--- src/rtl/kintex_dpr_responder_if.sv ---
// Bundle of the DPR request, bitstream ROM and ICAP streaming signals.
// The responder connects through the slave modport; the healer, ROM and
// ICAP side (or a bench standing in for them) uses the master modport.
interface kintex_dpr_responder_if #(
    parameter int DATA_W = 32,
    parameter int ADDR_W = 16
) ();
    logic              dpr_start;
    logic              mem_rd_en;
    logic [ADDR_W-1:0] mem_addr;
    logic [DATA_W-1:0] mem_rdata;
    logic [DATA_W-1:0] icap_data;
    logic              icap_valid;
    logic              icap_ready;
    logic              dpr_busy;
    logic              dpr_done;
    logic              dpr_error;
    logic [1:0]        err_code;

    // Healer / ROM / ICAP side of the link
    modport master (
        output dpr_start,
        output mem_rdata,
        output icap_ready,
        input  mem_rd_en,
        input  mem_addr,
        input  icap_data,
        input  icap_valid,
        input  dpr_busy,
        input  dpr_done,
        input  dpr_error,
        input  err_code
    );

    // Responder side of the link
    modport slave (
        input  dpr_start,
        input  mem_rdata,
        input  icap_ready,
        output mem_rd_en,
        output mem_addr,
        output icap_data,
        output icap_valid,
        output dpr_busy,
        output dpr_done,
        output dpr_error,
        output err_code
    );
endinterface

--- src/rtl/kintex_dpr_responder.sv ---
// DPR responder: on a start request, reads a partial bitstream word by word
// from the ROM and streams it to the ICAP over valid/ready. Word 0 must be the
// sync word, consecutive ICAP stalls are bounded, and the whole transfer is
// bounded by a global cycle budget. Completion and a 2-bit error code are
// reported back to the healer.
module kintex_dpr_responder #(
    parameter int                 DATA_W          = 32,
    parameter int                 ADDR_W          = 16,
    parameter int                 BITSTREAM_WORDS = 4096,
    parameter logic [DATA_W-1:0]  SYNC_WORD       = 32'hAA995566,
    parameter int                 STALL_LIMIT     = 1024,
    parameter int                 TIMEOUT_CYCLES  = 12500000
) (
    input  logic                    clk_500mhz,
    input  logic                    rst,
    kintex_dpr_responder_if.slave   bus
);

    localparam logic [ADDR_W-1:0]  LAST_IDX  = ADDR_W'(BITSTREAM_WORDS - 1);
    localparam int                 STALL_W   = $clog2(STALL_LIMIT + 1);
    localparam int                 TMO_W     = $clog2(TIMEOUT_CYCLES + 1);
    localparam logic [STALL_W-1:0] STALL_MAX = STALL_W'(STALL_LIMIT);
    localparam logic [TMO_W-1:0]   TMO_MAX   = TMO_W'(TIMEOUT_CYCLES);

    localparam logic [1:0] ERR_OK      = 2'b00;
    localparam logic [1:0] ERR_TIMEOUT = 2'b01;
    localparam logic [1:0] ERR_STALL   = 2'b10;
    localparam logic [1:0] ERR_SYNC    = 2'b11;

    typedef enum logic [2:0] {
        ST_IDLE  = 3'd0,
        ST_FETCH = 3'd1,
        ST_LOAD  = 3'd2,
        ST_SEND  = 3'd3,
        ST_DONE  = 3'd4
    } state_t;

    state_t             state_r;
    state_t             state_s;
    logic [ADDR_W-1:0]  idx_r;
    logic [STALL_W-1:0] stall_cnt_r;
    logic [TMO_W-1:0]   tmo_cnt_r;
    logic [DATA_W-1:0]  icap_data_r;
    logic [1:0]         err_code_r;
    logic [1:0]         err_code_s;

    logic               start_acc_s;
    logic               xfer_s;
    logic               last_s;
    logic               tmo_hit_s;
    logic               stall_hit_s;
    logic               sync_bad_s;
    logic               rd_en_s;
    logic [ADDR_W-1:0]  addr_s;

    // A start is only honoured from IDLE; anywhere else it is dropped.
    assign start_acc_s = (state_r == ST_IDLE) && bus.dpr_start;

    // A word moves to the ICAP only while SEND presents it and ICAP is ready.
    assign xfer_s      = (state_r == ST_SEND) && bus.icap_ready;
    assign last_s      = (idx_r == LAST_IDX);

    // The global budget expires in the cycle that completes TIMEOUT_CYCLES
    // non-IDLE cycles; DONE is already on its way out, so it is exempt.
    assign tmo_hit_s   = ((state_r == ST_FETCH) || (state_r == ST_LOAD) || (state_r == ST_SEND))
                         && (tmo_cnt_r == (TMO_MAX - TMO_W'(1)));

    // This stalled cycle is the STALL_LIMIT-th consecutive one.
    assign stall_hit_s = (state_r == ST_SEND) && !bus.icap_ready
                         && (stall_cnt_r == (STALL_MAX - STALL_W'(1)));

    // Word 0 arriving from the ROM must carry the sync word.
    assign sync_bad_s  = (state_r == ST_LOAD) && (idx_r == '0)
                         && (bus.mem_rdata != SYNC_WORD);

    // Next-state and error-code selection, including the same-cycle priorities.
    always_comb begin
        state_s    = state_r;
        err_code_s = err_code_r;
        case (state_r)
            ST_IDLE: begin
                if (bus.dpr_start) begin
                    state_s    = ST_FETCH;
                    err_code_s = ERR_OK;
                end else begin
                    state_s    = ST_IDLE;
                end
            end
            ST_FETCH: begin
                if (tmo_hit_s) begin
                    state_s    = ST_DONE;
                    err_code_s = ERR_TIMEOUT;
                end else begin
                    state_s    = ST_LOAD;
                end
            end
            ST_LOAD: begin
                // Timeout outranks a coincident sync mismatch.
                if (tmo_hit_s) begin
                    state_s    = ST_DONE;
                    err_code_s = ERR_TIMEOUT;
                end else if (sync_bad_s) begin
                    state_s    = ST_DONE;
                    err_code_s = ERR_SYNC;
                end else begin
                    state_s    = ST_SEND;
                end
            end
            ST_SEND: begin
                // Delivering the final word wins over any coincident error;
                // after that, timeout outranks stall.
                if (xfer_s && last_s) begin
                    state_s    = ST_DONE;
                end else if (tmo_hit_s) begin
                    state_s    = ST_DONE;
                    err_code_s = ERR_TIMEOUT;
                end else if (xfer_s) begin
                    state_s    = ST_LOAD;
                end else if (stall_hit_s) begin
                    state_s    = ST_DONE;
                    err_code_s = ERR_STALL;
                end else begin
                    state_s    = ST_SEND;
                end
            end
            ST_DONE: begin
                state_s = ST_IDLE;
            end
            default: begin
                state_s = ST_IDLE;
            end
        endcase
    end

    // ROM read strobe: once in FETCH for word 0, then overlapped with each
    // non-final transfer so the next word lands in the following LOAD cycle.
    always_comb begin
        rd_en_s = 1'b0;
        addr_s  = idx_r;
        if (state_r == ST_FETCH) begin
            rd_en_s = 1'b1;
            addr_s  = idx_r;
        end else if ((state_r == ST_SEND) && (state_s == ST_LOAD)) begin
            rd_en_s = 1'b1;
            addr_s  = idx_r + ADDR_W'(1);
        end else begin
            rd_en_s = 1'b0;
            addr_s  = idx_r;
        end
    end

    // FSM state and latched error code.
    always_ff @(posedge clk_500mhz) begin
        if (rst) begin
            state_r    <= ST_IDLE;
            err_code_r <= ERR_OK;
        end else begin
            state_r    <= state_s;
            err_code_r <= err_code_s;
        end
    end

    // Word index: cleared on acceptance, advanced alongside each read-ahead.
    always_ff @(posedge clk_500mhz) begin
        if (rst) begin
            idx_r <= '0;
        end else if (start_acc_s) begin
            idx_r <= '0;
        end else if ((state_r == ST_SEND) && (state_s == ST_LOAD)) begin
            idx_r <= idx_r + ADDR_W'(1);
        end else begin
            idx_r <= idx_r;
        end
    end

    // Consecutive-stall counter; any transfer restarts the count.
    always_ff @(posedge clk_500mhz) begin
        if (rst) begin
            stall_cnt_r <= '0;
        end else if (start_acc_s) begin
            stall_cnt_r <= '0;
        end else if (xfer_s) begin
            stall_cnt_r <= '0;
        end else if (state_r == ST_SEND) begin
            stall_cnt_r <= stall_cnt_r + STALL_W'(1);
        end else begin
            stall_cnt_r <= stall_cnt_r;
        end
    end

    // Global budget counter, running from acceptance until DONE is reached.
    always_ff @(posedge clk_500mhz) begin
        if (rst) begin
            tmo_cnt_r <= '0;
        end else if (start_acc_s) begin
            tmo_cnt_r <= '0;
        end else if ((state_r == ST_FETCH) || (state_r == ST_LOAD) || (state_r == ST_SEND)) begin
            tmo_cnt_r <= tmo_cnt_r + TMO_W'(1);
        end else begin
            tmo_cnt_r <= tmo_cnt_r;
        end
    end

    // ICAP data holding register: loaded in LOAD, held stable through SEND.
    always_ff @(posedge clk_500mhz) begin
        if (rst) begin
            icap_data_r <= '0;
        end else if (state_r == ST_LOAD) begin
            icap_data_r <= bus.mem_rdata;
        end else begin
            icap_data_r <= icap_data_r;
        end
    end

    assign bus.mem_rd_en  = rd_en_s;
    assign bus.mem_addr   = addr_s;
    assign bus.icap_data  = icap_data_r;
    assign bus.icap_valid = (state_r == ST_SEND);
    assign bus.dpr_busy   = (state_r != ST_IDLE);
    assign bus.dpr_done   = (state_r == ST_DONE);
    assign bus.dpr_error  = (state_r == ST_DONE) && (err_code_r != ERR_OK);
    assign bus.err_code   = err_code_r;

endmodule

--- src/flat_wrapper.sv ---
// flat-port wrapper written by rule: the top's interface ports become plain ports
module kintex_dpr_responder_flat 
#(
    parameter int                 DATA_W          = 32,
    parameter int                 ADDR_W          = 16,
    parameter int                 BITSTREAM_WORDS = 4096,
    parameter logic [DATA_W-1:0]  SYNC_WORD       = 32'hAA995566,
    parameter int                 STALL_LIMIT     = 1024,
    parameter int                 TIMEOUT_CYCLES  = 12500000
)
  (clk_500mhz, rst, bus_dpr_start, bus_mem_rdata, bus_icap_ready, bus_mem_rd_en, bus_mem_addr, bus_icap_data, bus_icap_valid, bus_dpr_busy, bus_dpr_done, bus_dpr_error, bus_err_code);
  kintex_dpr_responder_if #(.DATA_W(DATA_W), .ADDR_W(ADDR_W)) bus_i ();
  input  logic clk_500mhz;
  input  logic rst;
  input wire logic [$bits(bus_i.dpr_start)-1:0] bus_dpr_start;
  input wire logic [$bits(bus_i.mem_rdata)-1:0] bus_mem_rdata;
  input wire logic [$bits(bus_i.icap_ready)-1:0] bus_icap_ready;
  output wire logic [$bits(bus_i.mem_rd_en)-1:0] bus_mem_rd_en;
  output wire logic [$bits(bus_i.mem_addr)-1:0] bus_mem_addr;
  output wire logic [$bits(bus_i.icap_data)-1:0] bus_icap_data;
  output wire logic [$bits(bus_i.icap_valid)-1:0] bus_icap_valid;
  output wire logic [$bits(bus_i.dpr_busy)-1:0] bus_dpr_busy;
  output wire logic [$bits(bus_i.dpr_done)-1:0] bus_dpr_done;
  output wire logic [$bits(bus_i.dpr_error)-1:0] bus_dpr_error;
  output wire logic [$bits(bus_i.err_code)-1:0] bus_err_code;
  assign bus_i.dpr_start = bus_dpr_start;
  assign bus_i.mem_rdata = bus_mem_rdata;
  assign bus_i.icap_ready = bus_icap_ready;
  assign bus_mem_rd_en = bus_i.mem_rd_en;
  assign bus_mem_addr = bus_i.mem_addr;
  assign bus_icap_data = bus_i.icap_data;
  assign bus_icap_valid = bus_i.icap_valid;
  assign bus_dpr_busy = bus_i.dpr_busy;
  assign bus_dpr_done = bus_i.dpr_done;
  assign bus_dpr_error = bus_i.dpr_error;
  assign bus_err_code = bus_i.err_code;
  kintex_dpr_responder #(.DATA_W(DATA_W), .ADDR_W(ADDR_W), .BITSTREAM_WORDS(BITSTREAM_WORDS), .SYNC_WORD(SYNC_WORD), .STALL_LIMIT(STALL_LIMIT), .TIMEOUT_CYCLES(TIMEOUT_CYCLES)) u_core (.clk_500mhz(clk_500mhz), .rst(rst), .bus(bus_i));
endmodule
--- config.mk ---
export PLATFORM = sky130hd
export DESIGN_NAME = kintex_dpr_responder_flat
export DESIGN_NICKNAME = d
export VERILOG_FILES = /design/src/rtl/kintex_dpr_responder_if.sv /design/src/rtl/kintex_dpr_responder.sv /design/src/flat_wrapper.sv
export SDC_FILE = /design/constraint.sdc
export NUM_CORES = 1
export LEC_CHECK = 0
export ABC_AREA = 1
export CAP_MARGIN = 20
export CORE_ASPECT_RATIO = 0.6
export CORE_UTILIZATION = 35
export CTS_BUF_LIST = sky130_fd_sc_hd__clkbuf_2 sky130_fd_sc_hd__clkbuf_4 sky130_fd_sc_hd__clkbuf_8
export DETAILED_ROUTE_END_ITERATION = 12
export GPL_TIMING_DRIVEN = 0
export SYNTH_ARGS = -nofsm -noshare
export SYNTH_HDL_FRONTEND = slang
export SYNTH_SLANG_ARGS = --single-unit
--- constraint.sdc ---
create_clock -name clk_500mhz -period 5.47 [get_ports clk_500mhz]
set_clock_uncertainty 0.05 [all_clocks]
set_input_delay 0.8205 -clock clk_500mhz [delete_from_list [all_inputs] [get_ports clk_500mhz]]
set_output_delay 0.8205 -clock clk_500mhz [all_outputs]
set_load 0.05 [all_outputs]
# Word level (Yosys, flattened, before mapping)
# Cells that the tools add are included.
# word_totals
reg_bits	88
in_bits	36
out_inout_bits	55
# op_classes
n_addsub	3
eq_ne	15
muxes	22
n_reduce_logical	21
# ops
operator	count
2-to-1 mux 16 bit	2
!= test 32 bit, second input constant	1
adder 24 x 1 -> 24 bit, second input constant	1
== test 24 bit, second input constant	1
2-to-1 mux 3 bit	7
adder 16 x 1 -> 16 bit, second input constant	1
== test 16 x 12 -> 1 bit, second input constant	1
logical NOT 16 bit	1
2-to-1 mux 2 bit	8
one-hot mux 3 bit (4 select lines)	1
adder 11 x 1 -> 11 bit, second input constant	1
== test 11 x 10 -> 1 bit, second input constant	1
logical AND 1 bit	10
== test 3 x 2 -> 1 bit, second input constant	3
one-hot mux 2 bit (4 select lines)	1
AND reduction 7 bit	1
!= test 3 x 1 -> 1 bit, second input constant	2
!= test 2 bit, second input constant	2
nonzero test 4 bit	1
== test 3 x 1 -> 1 bit, second input constant	1
== test 3 bit, second input constant	1
logical NOT 3 bit	1
2-to-1 mux 1 bit	3
!= test 3 bit, second input constant	1
7 further kinds	8

# Longest topological paths before layout
# depth
ltp_word	12
ltp_mapped	14

# Worst setup path after synthesis
# No wires, ideal clock.
# synth_path
kind	input-to-output
start	input port bus_mem_rdata[15]
end	output port bus_mem_addr[10]
arrival_ns	2.070
required_ns	4.600
slack_ns	2.529
cell_stages	12
path_cell_list	inv_1 -> nand2_1 -> nor2_1 -> nand2_1 -> nor2_1 -> nand2_1 -> nand2_1 -> nand3_2 -> buf_4 -> buf_4 -> nand4_1 -> nand2_1
# synth_via
elab_chain_cells	9
# synth_lines
item	line	rtl
start, declared	flat_wrapper.sv:16	input wire logic [$bits(bus_i.mem_rdata)-1:0] bus_mem_rdata;
!= test 32 bit	kintex_dpr_responder.sv:74	&& (bus.mem_rdata != SYNC_WORD);
logical AND 1 bit	kintex_dpr_responder.sv:74	
2-to-1 mux 3 bit	kintex_dpr_responder.sv:102	end else if (sync_bad_s) begin
2-to-1 mux 3 bit	kintex_dpr_responder.sv:99	if (tmo_hit_s) begin
one-hot mux 3 bit (4 select lines)	kintex_dpr_responder.sv:80	case (state_r)
== test 3 x 2 -> 1 bit	kintex_dpr_responder.sv:143	end else if ((state_r == ST_SEND) && (state_s == ST_LOAD)) begin
logical AND 1 bit	kintex_dpr_responder.sv:143	
2-to-1 mux 16 bit	n/a	
2-to-1 mux 16 bit	kintex_dpr_responder.sv:140	if (state_r == ST_FETCH) begin
end, declared	flat_wrapper.sv:19	output wire logic [$bits(bus_i.mem_addr)-1:0] bus_mem_addr;
# No other way between the ends.

# Final worst setup path
# layout_path
start	input port bus_mem_rdata[28]
end	output port bus_mem_addr[10]
# Same word-level chain as after synthesis.

==> results.tsv <==
stage	metric	value	unit
min_path	holdCritPathClass	register to register	
critical_path	crit_path_frequent_cell	nand2_1	
die	fp-row-count	31	
grt	grtUsageMet2	25.4	%
grt	use_met3	5.10	%
clock_tree	h-tree-depth	3	
grt	grtUsageTotal	19.2	%
sta	slew_headroom	60.9	%
critical_path	cp_data_required_time	4600	ps
critical_path	slowest_delay	690	ps
yosys	synthDistinctLibCells	39	
die	core_area	12400	um^2
grt	grt_pass1_wl	20800	um
critical_path	cp_num_buf_inv	4	
clock_tree	clockBufferDepth	2	
pwr	leakagePower	2.33	nW
sta	setup_viol_count_final	0	
critical_path	arrival	3290	ps
drt	ant_nets	0	
drt	drc	0	
yosys	ys_top_cells_by_area	dfxtp_1 (38%), nand2_1 (11%), nor2_1 (10%), inv_1 (6.1%), a21oi_1 (5.5%)	
clock_tree	clock-root-buffer	clkbuf_8	
critical_path	r2r_end	u_core.idx_r[6]	
clock_tree	clock-sinks	88	
die	boundaryPins	91	
drt	vias	4537	
yosys	ys_seq_area_share	38.4	%
sta	setup_slack	1310	ps
drt	dr.pass1.iters	5	
sta	maxSlewViolCount	0	
grt	grt_pass1_vias	4110	
layout	layout_common_cells	nand2_1 (137), nor2_1 (122), clkdlybuf4s50_1 (90), dfxtp_1 (88), inv_1 (75)	
drt	avgViaCountPerCell	4.84	
min_path	whs_path_depth	2	
layout	drive_gt1_share	5.56	%
clock_tree	post_cts_resized	0	
clock_tree	cts_hold_buf	0	
place	dpl.cell_count	922	
place	place.gp.congestion	0.835	
sta	finalHoldViolCount	0	
pwr	power_density	301	nW/um^2
place	post_dp_cell_area	5690	um^2
drt	wl	12600	um
layout	area_growth_syn_to_layout	28.3	%
layout	nFillCells	1270	
layout	fin_nets	808	
drt	drt_iter0_markers	331	
critical_path	end_kind	primary output	
pwr	ir_worst_vdd	0.167	mV
die	die_h	90.7	um
critical_path	worst_path_max_delay_cell	clkdlybuf4s50_1	
critical_path	timing.rr.start	u_core.idx_r[0]	
critical_path	r2r_cells	12	
grt	grt_max_degree	15	
sta	fin_crit	4160	ps
min_path	hp-start	u_core.stall_cnt_r[10]	
clock_tree	clk_pin_slew	80	ps
grt	busiest_layer	met1	
die	die-area	13600	um^2
yosys	async_reset_ff_share	0	%
sta	setup_tns	0	ps
min_path	min_delay_worst_endpoint	u_core.stall_cnt_r[10]	
sta	rsz0062_at_grt	false	
layout	final_util	47.4	%
clock_tree	clk_latency	360	ps
layout	antenna_cells	0	
yosys	synth_area	4580	um^2
critical_path	rrSetupSlack	3220	ps
place	numPortBuffers	90	
critical_path	crit_fanout	10	
yosys	syn_nets	707	
yosys	ys_ff_latch	88	
place	dp_slack	1320	ps
yosys	syn-mean-instance-area	6.87	um^2
critical_path	crit_family	buffers and inverters	
yosys	synth.top_cell.area_share	38.4	%
yosys	ys_warn_count	0	
critical_path	crit_chain	clkdlybuf4s50_1 -> nor2_1 -> nor2b_1 -> nand2_1 -> nor2_1 -> nand2_1 -> nand2_1 -> nand3_2 -> buf_4 -> buf_4 -> nand4_1 -> nand2_1 -> clkdlybuf4s50_1	
drt	detail_route.wl_per_cell	13.5	um
sta	finalCritPeriodShare	76.0	%
yosys	yosysTopAreaCell	dfxtp_1	
yosys	synth_edf_count	0	
place	dpl.hpwl	9940	um
critical_path	cp.depth	13	
grt	use_met1	30.3	%
critical_path	start_kind	primary input	
clock_tree	cts_tree	yes	
grt	overflow	0	
sta	worst_pin_slew	582	ps
critical_path	startpoint	bus_mem_rdata[28]	
yosys	synthCells	667	
layout	final_common_cell	nand2_1	
status	status	complete, no violations	
clock_tree	cts_made_buffers	9	
sta	fmax	240	MHz
run	cap_violations	0	
yosys	synth_flop_cell	dfxtp_1	
layout	design_area	5880	um^2
die	start_util	36.9	%
die	die_w	150	um
grt	antenna_found_initial	0	
layout	finalNonFillerCells	938	
clock_tree	cts_setup_buffers	0	
critical_path	path_class	primary input to primary output	
## cells in the mapped netlist (2+ instances only)
library cell and n:
inv_1 75, a211oi_1 2, nor2_2 2, a21oi_1 50
o21a_1 3, buf_4 3, nor2_1 122, nor2_4 7
nand4_1 24, o21ai_0 46, xor2_1 14, nand2_1 137
nand3_1 27, nor4_1 2, dfxtp_1 88, nand3_4 2
nor2_8 2, xnor2_1 9, nand3b_1 3, buf_1 3
nand2_2 2, clkbuf_1 9, ha_1 4, nor3_1 16
## worst max path at each step
stage,endpoint,slack [ps]
3_3_place_gp,bus_mem_addr[13],1310
4_1_cts,bus_mem_addr[14],1320
5_1_grt,bus_mem_addr[13],1060
6_report,bus_mem_addr[10],1310
2_1_floorplan,bus_mem_addr[10],2530
3_5_place_dp,bus_mem_addr[11],1320
## worst min-delay path: stages, from the launching register on
cell and delay (ps):
dfxtp_1 320, inv_1 60, a21oi_1 50
## where the power goes
part	leakage [nW]	internal [mW]	switching, mW
registers	0.713	0.696	0.0384
clock network	0.0955	0.214	0.237
logic	1.52	0.184	0.402
total	2.33	1.09	0.677
## area by class of cell
type                       instances  area [um^2]  area share, %
clock buffer                      10          131           2.23
clock inverter                     6         60.1           1.02
buffer                            17         93.8           1.60
inverter                          77          289           4.91
multi-input combinational        485         2440           41.5
sequential                        88         1760           29.9
tap                              165          206           3.51
timing repair buffer              90          901           15.3
## registers in the layout (all words and copies together) (netlist names)
register	cells
u_core.stall_cnt_r	11
u_core.bus.err_code	2
u_core.tmo_cnt_r	24
u_core.bus.icap_data	32
u_core.idx_r	16
u_core.state_r	3
## cells by family (layout without fill, tap and decap cells)
| family | after synthesis | after routing | share of synthesized area (%) |
|---|---|---|---|
| XOR/XNOR | 23 | 23 | 4.39 |
| buffers and inverters | 94 | 200 | 8.35 |
| flip-flops | 88 | 88 | 38.4 |
| AND/OR/NAND/NOR | 353 | 353 | 35.6 |
| AO/OA/AOI/OAI | 105 | 105 | 12.1 |
| adder cells (fa/ha/maj) | 4 | 4 | 1.09 |
## stage by stage
step / power (mW) / hold WS [ps]
finish: 1.77 / 420
global route: 1.87 / 444
detailed placement: 1.33 / 406
global placement: 1.33 / 402
floorplan: 1.13 / 389
CTS: 1.79 / 420
## metal layers
| metal | share of wire (%) | routed length [um] | vias up |
|---|---|---|---|
| met5 | 0 | 0 | - |
| met2 | 38 | 4800 | 126 |
| met1 | 54 | 6800 | 2058 |
| met3 | 7.5 | 945 | 7 |
| met4 | 0.60 | 76 | 0 |
| li1 | - | - | 2346 |
Note: power is estimated with default switching activity, not from simulation.
